**src/rtl/prog_loader.sv**
```systemverilog
// Serial program loader: parses an address/length/payload/checksum byte stream from a host,
// writes each payload byte to memory with a setup/strobe/hold cycle, then releases the CPU.
module prog_loader #(
    parameter int unsigned WRITE_CYCLES = 1
) (
    input  logic        i_clk,
    input  logic        i_rst,
    input  logic        i_start,
    input  logic        i_run,
    input  logic [7:0]  i_in_data,
    input  logic        i_in_valid,
    output logic        o_in_ready,
    output logic [15:0] o_addr_out,
    output logic [7:0]  o_data_out,
    output logic        o_assert_bar,
    output logic        o_we_bar,
    output logic        o_cpu_rst_bar,
    output logic        o_done,
    output logic        o_error
);

    typedef enum logic [3:0] {
        StIdle,
        StAddrHi,
        StAddrLo,
        StLenHi,
        StLenLo,
        StData,
        StWSetup,
        StWStrobe,
        StWHold,
        StCheck,
        StDone,
        StErr
    } state_e;

    localparam logic [3:0] LP_STROBE_LAST = 4'(WRITE_CYCLES - 1);

    state_e      r_state;
    state_e      w_state_nxt;
    logic [15:0] r_addr;
    logic [15:0] r_len;
    logic [7:0]  r_data;
    logic [7:0]  r_sum;
    logic [3:0]  r_cnt;
    logic        w_accept;

    assign w_accept   = o_in_ready & i_in_valid;
    assign o_addr_out = r_addr;
    assign o_data_out = r_data;

    always_ff @(posedge i_clk) begin
        if (i_rst) begin
            r_state <= StIdle;
        end else begin
            r_state <= w_state_nxt;
        end
    end

    always_comb begin
        w_state_nxt   = r_state;
        o_in_ready    = 1'b0;
        o_assert_bar  = 1'b1;
        o_we_bar      = 1'b1;
        o_cpu_rst_bar = 1'b0;
        o_done        = 1'b0;
        o_error       = 1'b0;
        unique case (r_state)
            StIdle: begin
                if (i_start) begin
                    w_state_nxt = StAddrHi;
                end else if (i_run) begin
                    w_state_nxt = StDone;
                end
            end
            StAddrHi: begin
                o_in_ready = 1'b1;
                if (i_in_valid) w_state_nxt = StAddrLo;
            end
            StAddrLo: begin
                o_in_ready = 1'b1;
                if (i_in_valid) w_state_nxt = StLenHi;
            end
            StLenHi: begin
                o_in_ready = 1'b1;
                if (i_in_valid) w_state_nxt = StLenLo;
            end
            StLenLo: begin
                o_in_ready = 1'b1;
                // Zero-length load skips straight to the checksum byte.
                if (i_in_valid) begin
                    w_state_nxt = ({r_len[15:8], i_in_data} != 16'd0) ? StData : StCheck;
                end
            end
            StData: begin
                o_in_ready = 1'b1;
                if (i_in_valid) w_state_nxt = StWSetup;
            end
            StWSetup: begin
                o_assert_bar = 1'b0;
                w_state_nxt  = StWStrobe;
            end
            StWStrobe: begin
                o_assert_bar = 1'b0;
                o_we_bar     = 1'b0;
                if (r_cnt == LP_STROBE_LAST) w_state_nxt = StWHold;
            end
            StWHold: begin
                o_assert_bar = 1'b0;
                w_state_nxt  = (r_len != 16'd1) ? StData : StCheck;
            end
            StCheck: begin
                o_in_ready = 1'b1;
                if (i_in_valid) w_state_nxt = (i_in_data == r_sum) ? StDone : StErr;
            end
            StDone: begin
                o_cpu_rst_bar = 1'b1;
                o_done        = 1'b1;
            end
            StErr: begin
                o_error = 1'b1;
            end
            default: begin
                w_state_nxt = StIdle;
            end
        endcase
    end

    always_ff @(posedge i_clk) begin
        if (i_rst) begin
            r_addr <= 16'h0000;
            r_len  <= 16'h0000;
            r_data <= 8'h00;
            r_sum  <= 8'h00;
            r_cnt  <= 4'd0;
        end else begin
            unique case (r_state)
                StIdle: begin
                    if (i_start) r_sum <= 8'h00;
                end
                StAddrHi: begin
                    if (w_accept) r_addr[15:8] <= i_in_data;
                end
                StAddrLo: begin
                    if (w_accept) r_addr[7:0] <= i_in_data;
                end
                StLenHi: begin
                    if (w_accept) r_len[15:8] <= i_in_data;
                end
                StLenLo: begin
                    if (w_accept) r_len[7:0] <= i_in_data;
                end
                StData: begin
                    if (w_accept) begin
                        r_data <= i_in_data;
                        r_sum  <= r_sum + i_in_data;
                    end
                end
                StWSetup: begin
                    r_cnt <= 4'd0;
                end
                StWStrobe: begin
                    r_cnt <= r_cnt + 4'd1;
                end
                StWHold: begin
                    // Bus values move only after the hold cycle; address wraps naturally.
                    r_addr <= r_addr + 16'd1;
                    r_len  <= r_len - 16'd1;
                end
                default: begin
                end
            endcase
        end
    end

endmodule

```
**config.mk**
```make
export PLATFORM = sky130hd
export DESIGN_NAME = prog_loader
export DESIGN_NICKNAME = d
export VERILOG_FILES = /design/src/rtl/prog_loader.sv
export SDC_FILE = /design/constraint.sdc
export NUM_CORES = 1
export LEC_CHECK = 0
export CORE_ASPECT_RATIO = 0.75
export CORE_MARGIN = 2
export CORE_UTILIZATION = 30
export DETAILED_ROUTE_END_ITERATION = 10
export PLACE_DENSITY = 0.58
export SLEW_MARGIN = 15
export SYNTH_ARGS = -nofsm -noshare
export SYNTH_HDL_FRONTEND = slang
export SYNTH_SLANG_ARGS = --single-unit
```
**constraint.sdc**
```tcl
create_clock -name i_clk -period 6.65 [get_ports i_clk]
set_clock_uncertainty 0.1 [all_clocks]
set_input_delay 1.995 -clock i_clk [delete_from_list [all_inputs] [get_ports i_clk]]
set_output_delay 1.995 -clock i_clk [all_outputs]
set_load 0.005 [all_outputs]
```
== Word level (Yosys, flattened, before mapping) ==
Index checks and enable logic that the tools add are counted.
Storage, ports and cells
  input port bits: 13
  logic and storage cells: 87
  flip-flop bits (word level): 56
  output and inout bits: 30
Cells by class
  equal/unequal tests: 27
  bitwise operators: 2
  $add $sub $neg: 4
  mux-type cells: 27
  reductions and logical operators: 19
Operator list (number)
  8-bit case mux with 2 select lines: 5
  4-bit 2-to-1 mux: 11
  4-bit case mux with 11 select lines: 1
  2-bit inequality test, second input constant: 13
  8-bit 2-to-1 mux: 3
  16-bit by 1-bit adder with 16-bit output, second input constant: 1
  4-bit by 3-bit equality test with 1-bit output, second input constant: 4
  4-bit equality test, second input constant: 4
  16-bit by 1-bit inequality test with 1-bit output, second input constant: 1
  16-bit nonzero test: 1
  16-bit by 1-bit subtractor with 16-bit output, second input constant: 1
  2-bit nonzero test: 6
  2-bit AND reduction: 5
  9-bit AND reduction: 1
  8-bit adder: 1
  4-bit by 2-bit equality test with 1-bit output, second input constant: 2
  8-bit equality test: 1
  4-bit zero test: 2
  4-bit case mux with 2 select lines: 1
  1-bit 2-to-1 mux: 6
  6-bit OR reduction: 1
  4-bit by 1-bit adder with 4-bit output, second input constant: 1
  4-bit by 1-bit equality test with 1-bit output, second input constant: 1
  3-bit inequality test, second input constant: 1
  5 further kinds: 5

== Depth between registers and ports, before layout ==
Gate-level depths: netlist of run 1.
  depth after elaboration: 6
  depth in mapped cells: 8
  gate-level depth less buffers: 7

== Worst setup path before layout of run 1 ==
OpenSTA, ideal clock, no wires.
  path type: input -> register
  start point: input i_in_data[5]
  end point: register r_state[0]
  stages: 6
  data required time: 6422 ps
  arrival time: 3478 ps
  path slack: 2944 ps
  path through: ha_1 -> or4_1 -> a211o_1 -> a41o_1 -> mux2i_1 -> nor2_1
On the way
  longest elaborated chain between the ends: 4
RTL lines
  start: declaration: line 10  | input logic [7:0] i_in_data,
  8-bit equality test: line 114  | if (i_in_valid) w_state_nxt = (i_in_data == r_sum) ? StDone : StErr;
  1-bit 2-to-1 mux: line 114
  4-bit 2-to-1 mux: line 114
  4-bit case mux with 11 select lines: line 68  | unique case (r_state)
  end signal: assignment: line 54  | r_state <= StIdle;
  end signal: assignment: line 56  | r_state <= w_state_nxt;
  end: declaration: line 39  | state_e r_state;
Every way passes these cells. The select of a mux whose other input is x is not followed.
A chain may end at the register's enable or synchronous reset.

== Worst setup path in the final report of run 1 ==
  start point: register r_state[2]
  end point: output o_assert_bar
On the way
  longest elaborated chain between the ends: 3
  elaborated cells between the ends (all ways): 5
  classes of those cells: 3 x eq/ne; 1 x mux; 1 x reduce/logical
RTL lines
  4-bit equality test or 4-bit by 3-bit equality test with 1-bit output (tied branches): line 68
  3-bit OR reduction (no line) *
  1-bit 2-to-1 mux *: line 68
  end: declaration: line 15  | output logic o_assert_bar,
Every way passes the cells marked *; elsewhere a longest branch is shown, timed or not.

==> results of run 1 <==
stage by stage:
| stage | cells | cell area (um2) | hold slack, ns |
|---|---|---|---|
| after floorplan | 441 | 3430 | 0.342 |
| after global placement | 594 | 3910 | 0.346 |
| after CTS | 602 | 4070 | 0.358 |
| after detailed placement | 594 | 3910 | 0.347 |
| final | 603 | 4090 | 0.356 |
| after global routing | 603 | 4090 | 0.388 |
cell families (layout without fill, tap and decap cells):
group,Yosys count,after routing
compound gates,135,135
fa+ha+maj,13,13
buf+inv,41,63
simple gates,187,187
flops,56,56
mux,3,3
xor+xnor,6,6
worst max-delay path, delay by kind of cell (launching register included):
family,cells,cell delay (ns)
flops,1,0.77
simple gates,3,0.86
buf+inv,1,0.44
path summary, 6_finish.rpt:
check,to,slack [ns],depth (start not counted)
worst max-delay path,o_assert_bar,2.18,4
worst min-delay path,o_data_out[7]$_SDFFE_PP0P_,0.36,2
worst max register to register,r_len[15]$_SDFFE_PP0P_,3.91,6
worst min register to register,o_data_out[7]$_SDFFE_PP0P_,0.36,2
registers in the layout, summed over array words and instances, names as in the netlist:
name / flops
r_state: 4
r_sum: 8
r_cnt: 4
r_len: 16
o_addr_out: 16
o_data_out: 8
layer usage:
layer  share of wire, %  track usage [%]
met4               0.85             4.30
met3                6.0             3.03
met5                  0                0
met1                 48             24.1
met2                 45             26.8
power groups by stage:
stage | Combinational [mW] | Clock, mW | Sequential, mW
CTS | 0.556 | 0.310 | 0.514
global placement | 0.547 | 0 | 0.517
global route | 0.623 | 0.326 | 0.533
finish | 0.563 | 0.304 | 0.517
floorplan | 0.432 | 0 | 0.466
detailed placement | 0.550 | 0 | 0.520
cell usage in the layout (no fill, tap or decap), drive strengths merged, types with 6 or more instances in the layout:
cell and n:
o211ai 6, nand4 7, nor3 15, clkdlybuf4s50 41, a22oi 8, nand3 15, nor4 9, nor2 44
nand2 50, ha 12, a211oi 6, a31oi 12, clkbuf 6, dfxtp 56, a21oi 41, o21ai 20
inv 11, or4 7
cell type report:
type	instances	area (um2)	area share, %
flip-flops and latches	56	1120	27.4
multi-input cells	344	2140	52.4
well taps	140	175	4.28
clock inverters	2	35.0	0.857
inverters	11	41.3	1.01
repair buffers	44	443	10.8
clock buffers	6	129	3.15
==> flow_summary.yaml, run 1 <==
status:
  outcome: "complete, no violations"
synthesis:
  synth_top_family_by_area: "simple AND/OR/NAND/NOR gates"
  synth_xor_area_share_pct: 1.53
  yosysUniqueCellTypes: 66
  synth_top_cells_by_area: "dfxtp_1 (33%), a21oi_1 (6.0%), nand2_1 (5.5%), nor2_1 (4.8%), ha_1 (4.4%)"
  synth.most_common_cell: "dfxtp_1"
  syn_inst: 441
  synth.avg_cell_area_um2: 7.77
  synth_ff_type: "dfxtp_1"
  synth_common_cells: "dfxtp_1 (56), nand2_1 (50), nor2_1 (44)"
  synthMuxAreaShare_pct: 0.876
  synth-simple-area-share_pct: 29.1
  synth_edf_count: 0
  yosysSeqAreaShare_pct: 32.7
  synth_top_area_cell: "dfxtp_1"
  async_flop_share_pct: 0
  synth.top_cell.area_share_pct: 32.7
  ys_warn_count: 0
  ys_seq_elements: 56
  synth_adder_area_share_pct: 4.97
  synth-compound-area-share_pct: 26.1
  synth_fp_nets: 467
  syn_area_um2: 3430
sta:
  setup_slack_ns: 2.18
  worst_slew_pin_slew_ns: 0.936
  maxSlewViolCount: 0
  fin_crit_ns: 4.47
  setup-tns-final_ns: 0
  hold_viol_final: 0
  rsz0062_at_grt: "false"
  fmax_ghz: 0.224
  setup-violations-final: 0
  finalCritPeriodShare_pct: 67.3
  maxSlewHeadroom_pct: 37.3
cts:
  clk_pin_slew_worst_paths_ns: 0.07
  ctsResizeCount: 0
  root_buffer: "clkbuf_16"
  cts.htree.levels: 2
  cts_setup_buffers: 0
  numCtsBuffers: 5
  cts_buffer_depth: 2
  clock_insertion_delay_worst_skew_ns: 0.30
  cts_tree: "yes"
  cts_hold_buf: 0
  numClockSinks: 56
placed_design:
  io_buffers: 42
  gp_congestion: 0.833
  preCtsSetupSlack_ns: 2.07
  dp_hpwl_mm: 6.90
cells_and_area:
  fin_util_pct: 37.1
  area_delta_synth_final_pct: 19.3
  final_nets: 488
  diodes: 0
  drive_gt1_share_pct: 5.62
  fillerInstances: 1155
power_and_ir_drop:
  p_leak_nw: 1.38
  swShare_pct: 40.2
  seq_power_share_pct: 37.3
  power.internal_mw: 0.828
  ir_drop_uv: 147
  pwr-share-clk_pct: 22.0
  netSwitchingPower_mw: 0.556
  p_total_mw: 1.38
  powerDensity_nw_per_um2: 339
  combPwrFrac_pct: 40.7
drt:
  totalWireLength_mm: 10.3
  vias_per_cell: 5.80
  vias: 3497
  drc: 0
  first_iter_violations: 268
  drtAntennaViolNets: 0
  dr.pass1.iters: 5
  wl_per_cell_um: 17.1
critical_path:
  setup.worst_path.start: "r_state[2]$_SDFFE_PP0P_"
  timing.rr.start: "r_state[3]$_SDFFE_PP0P_"
  end_kind: "primary output"
  crit_chain: "nor2b_1 > and2_1 > nor2_1 > clkdlybuf4s50_1"
  worstSetupPathType: "reg2out"
  critical-path-max-stage-delay_ns: 0.77
  crit_slowest_cell: "dfxtp_1"
  cp-start-kind: "flip-flop"
  path_max_fanout: 21
  crit_required_ns: 4.55
  arrival_ns: 2.38
global_routing:
  antenna_found_initial: 0
  grt_usage_pct: 17.0
  grt_pass1_vias: 3184
  grt_max_degree: 63
  grt_pass1_wl_mm: 16.7
  gr-total-overflow: 0
floorplanning:
  dieArea_um2: 12300
  dieHeight_um: 96.6
  initial_core_util_pct: 31.1
  die_x_um: 127
  coreArea_um2: 11000
  io_pins: 43
  row_count: 33
worst_hold_path:
  hold_path_class: "reg2reg"
  hp-start: "o_data_out[7]$_SDFFE_PP0P_"
run:
  drv_cap: 0
Note: power is estimated with default switching activity, not from simulation.
==> run 2: changes to the inputs <==
clock period = 4.3 ns   (was 6.65 ns; I/O delays follow)
==> run 2 against run 1 <==
Net effect:
- core utilization is 0.28 points higher
- hold slack better by 0.0017 ns
- clock-buffer cell count decreased by 1
- register-to-register slack lost 2.3 ns
- critical path depth unchanged
- worst setup slack worse by 1.4 ns
- final area grew 0.76%
- die area unchanged
- global-route usage decreased by 0.29 points
==> flow_summary.yaml, run 2 (same netlist as run 1, synthesis figures left out) <==
status:
  outcome: "complete, no violations"
critical_path:
  end_kind: "primary output"
  cp-start-kind: "flip-flop"
  arrival_ns: 2.14
  path_max_fanout: 23
  worstSetupPathType: "reg2out"
  crit_required_ns: 2.91
cells_and_area:
  mostFrequentLayoutCells: "dfxtp_1 (56), nand2_1 (50), nor2_1 (44)"
  final_common_cell: "dfxtp_1"
  fillerInstances: 1140
  final_nets: 496
  area_delta_synth_final_pct: 20.2
  drive_gt1_share_pct: 7.43
  diodes: 0
  final_cell_area_um2: 4120
run:
  drv_cap: 0
floorplanning:
  row_count: 33
  die_x_um: 127
  dieArea_um2: 12300
  initial_core_util_pct: 31.1
  dieHeight_um: 96.6
  coreArea_um2: 11000
  io_pins: 43
cts:
  clock_insertion_delay_worst_skew_ns: 0.30
  numCtsBuffers: 5
  numClockSinks: 56
  root_buffer: "clkbuf_16"
  cts_buffer_depth: 2
  ctsResizeCount: 0
  clk_pin_slew_worst_paths_ns: 0.07
  cts.htree.levels: 2
  cts_tree: "yes"
  cts_hold_buf: 0
  cts_setup_buffers: 0
global_routing:
  grt_pass1_wl_mm: 16.3
  grt_max_degree: 40
  antenna_found_initial: 0
  gr-total-overflow: 0
  grt_usage_pct: 16.7
  grt_pass1_vias: 3171
sta:
  setup-violations-final: 0
  maxSlewHeadroom_pct: 40.0
  setup-tns-final_ns: 0
  finalCritPeriodShare_pct: 82.2
  worst_slew_pin_slew_ns: 0.900
  fin_crit_ns: 3.53
  rsz0062_at_grt: "false"
  hold_viol_final: 0
  maxSlewViolCount: 0
  fmax_ghz: 0.283
placed_design:
  gp_congestion: 0.833
  io_buffers: 42
  placed_area_um2: 3970
  dp_hpwl_mm: 7.00
worst_hold_path:
  hold_path_class: "reg2reg"
drt:
  dr.pass1.iters: 5
  vias: 3449
  totalWireLength_mm: 10.1
  wl_per_cell_um: 16.5
  vias_per_cell: 5.64
  drtAntennaViolNets: 0
  first_iter_violations: 239
  drc: 0
power_and_ir_drop:
  p_leak_nw: 1.41
  ir_drop_uv: 181
  powerDensity_nw_per_um2: 506
[run 2: cell types whose count changed in the layout (fill, tap and decap cells not counted), sizes merged]
cell,before,now
buf,3,11
bufinv,1,0
clkbuf,6,5
clkinv,1,2
inv,11,12
[run 2: through the flow]
step	std cells	util, %	setup WS, ns	total power [mW]	hold WS (ns)
global route	611	37.4	0.629	2.24	0.386
global placement	603	36.0	0.634	1.64	0.346
CTS	611	37.4	0.775	2.09	0.361
detailed placement	603	36.0	0.592	1.66	0.349
finish	611	37.4	0.766	2.09	0.358
floorplan	441	-	1.30	1.39	0.342
[run 2: path summary, 6_finish.rpt]
check / start / to / slack, ns / cells after the start
max: r_state[3]$_SDFFE_PP0P_ / o_assert_bar / 0.77 / 4
max reg2reg: r_state[3]$_SDFFE_PP0P_ / r_len[15]$_SDFFE_PP0P_ / 1.60 / 6
min: o_data_out[2]$_SDFFE_PP0P_ / o_data_out[2]$_SDFFE_PP0P_ / 0.36 / 2
min reg2reg: o_data_out[2]$_SDFFE_PP0P_ / o_data_out[2]$_SDFFE_PP0P_ / 0.36 / 2
[run 2: metal layers]
| layer | track usage (%) | vias up | wire, um |
|---|---|---|---|
| met4 | 3.57 | 0 | 86 |
| met3 | 2.97 | 10 | 522 |
| met5 | 0 | - | 0 |
| li1 | - | 1698 | - |
| met2 | 25.4 | 98 | 4270 |
| met1 | 24.7 | 1643 | 5220 |
[run 2: cell type report]
type | instances | area [um2] | share of cell area (%)
Inverter | 11 | 41.3 | 1.00
Timing Repair Buffer | 52 | 490 | 11.9
Clock inverter | 3 | 22.5 | 0.547
Sequential cell | 56 | 1120 | 27.2
Multi-Input combinational cell | 344 | 2140 | 52.0
Tap cell | 140 | 175 | 4.25
Clock buffer | 5 | 125 | 3.04
[run 2: critical path, cell delays in order, from the launching register on]
cell and delay [ns]:
dfxtp_1 0.71, nor4b_4 0.30, buf_4 0.31, nor2_1 0.08
clkdlybuf4s50_1 0.45
[run 2: report_power, final]
| part | internal [mW] | total, mW | switching [mW] |
|---|---|---|---|
| Clock | 0.219 | 0.423 | 0.204 |
| Sequential | 0.621 | 0.796 | 0.175 |
| Combinational | 0.392 | 0.868 | 0.476 |
| Total | 1.23 | 2.09 | 0.855 |
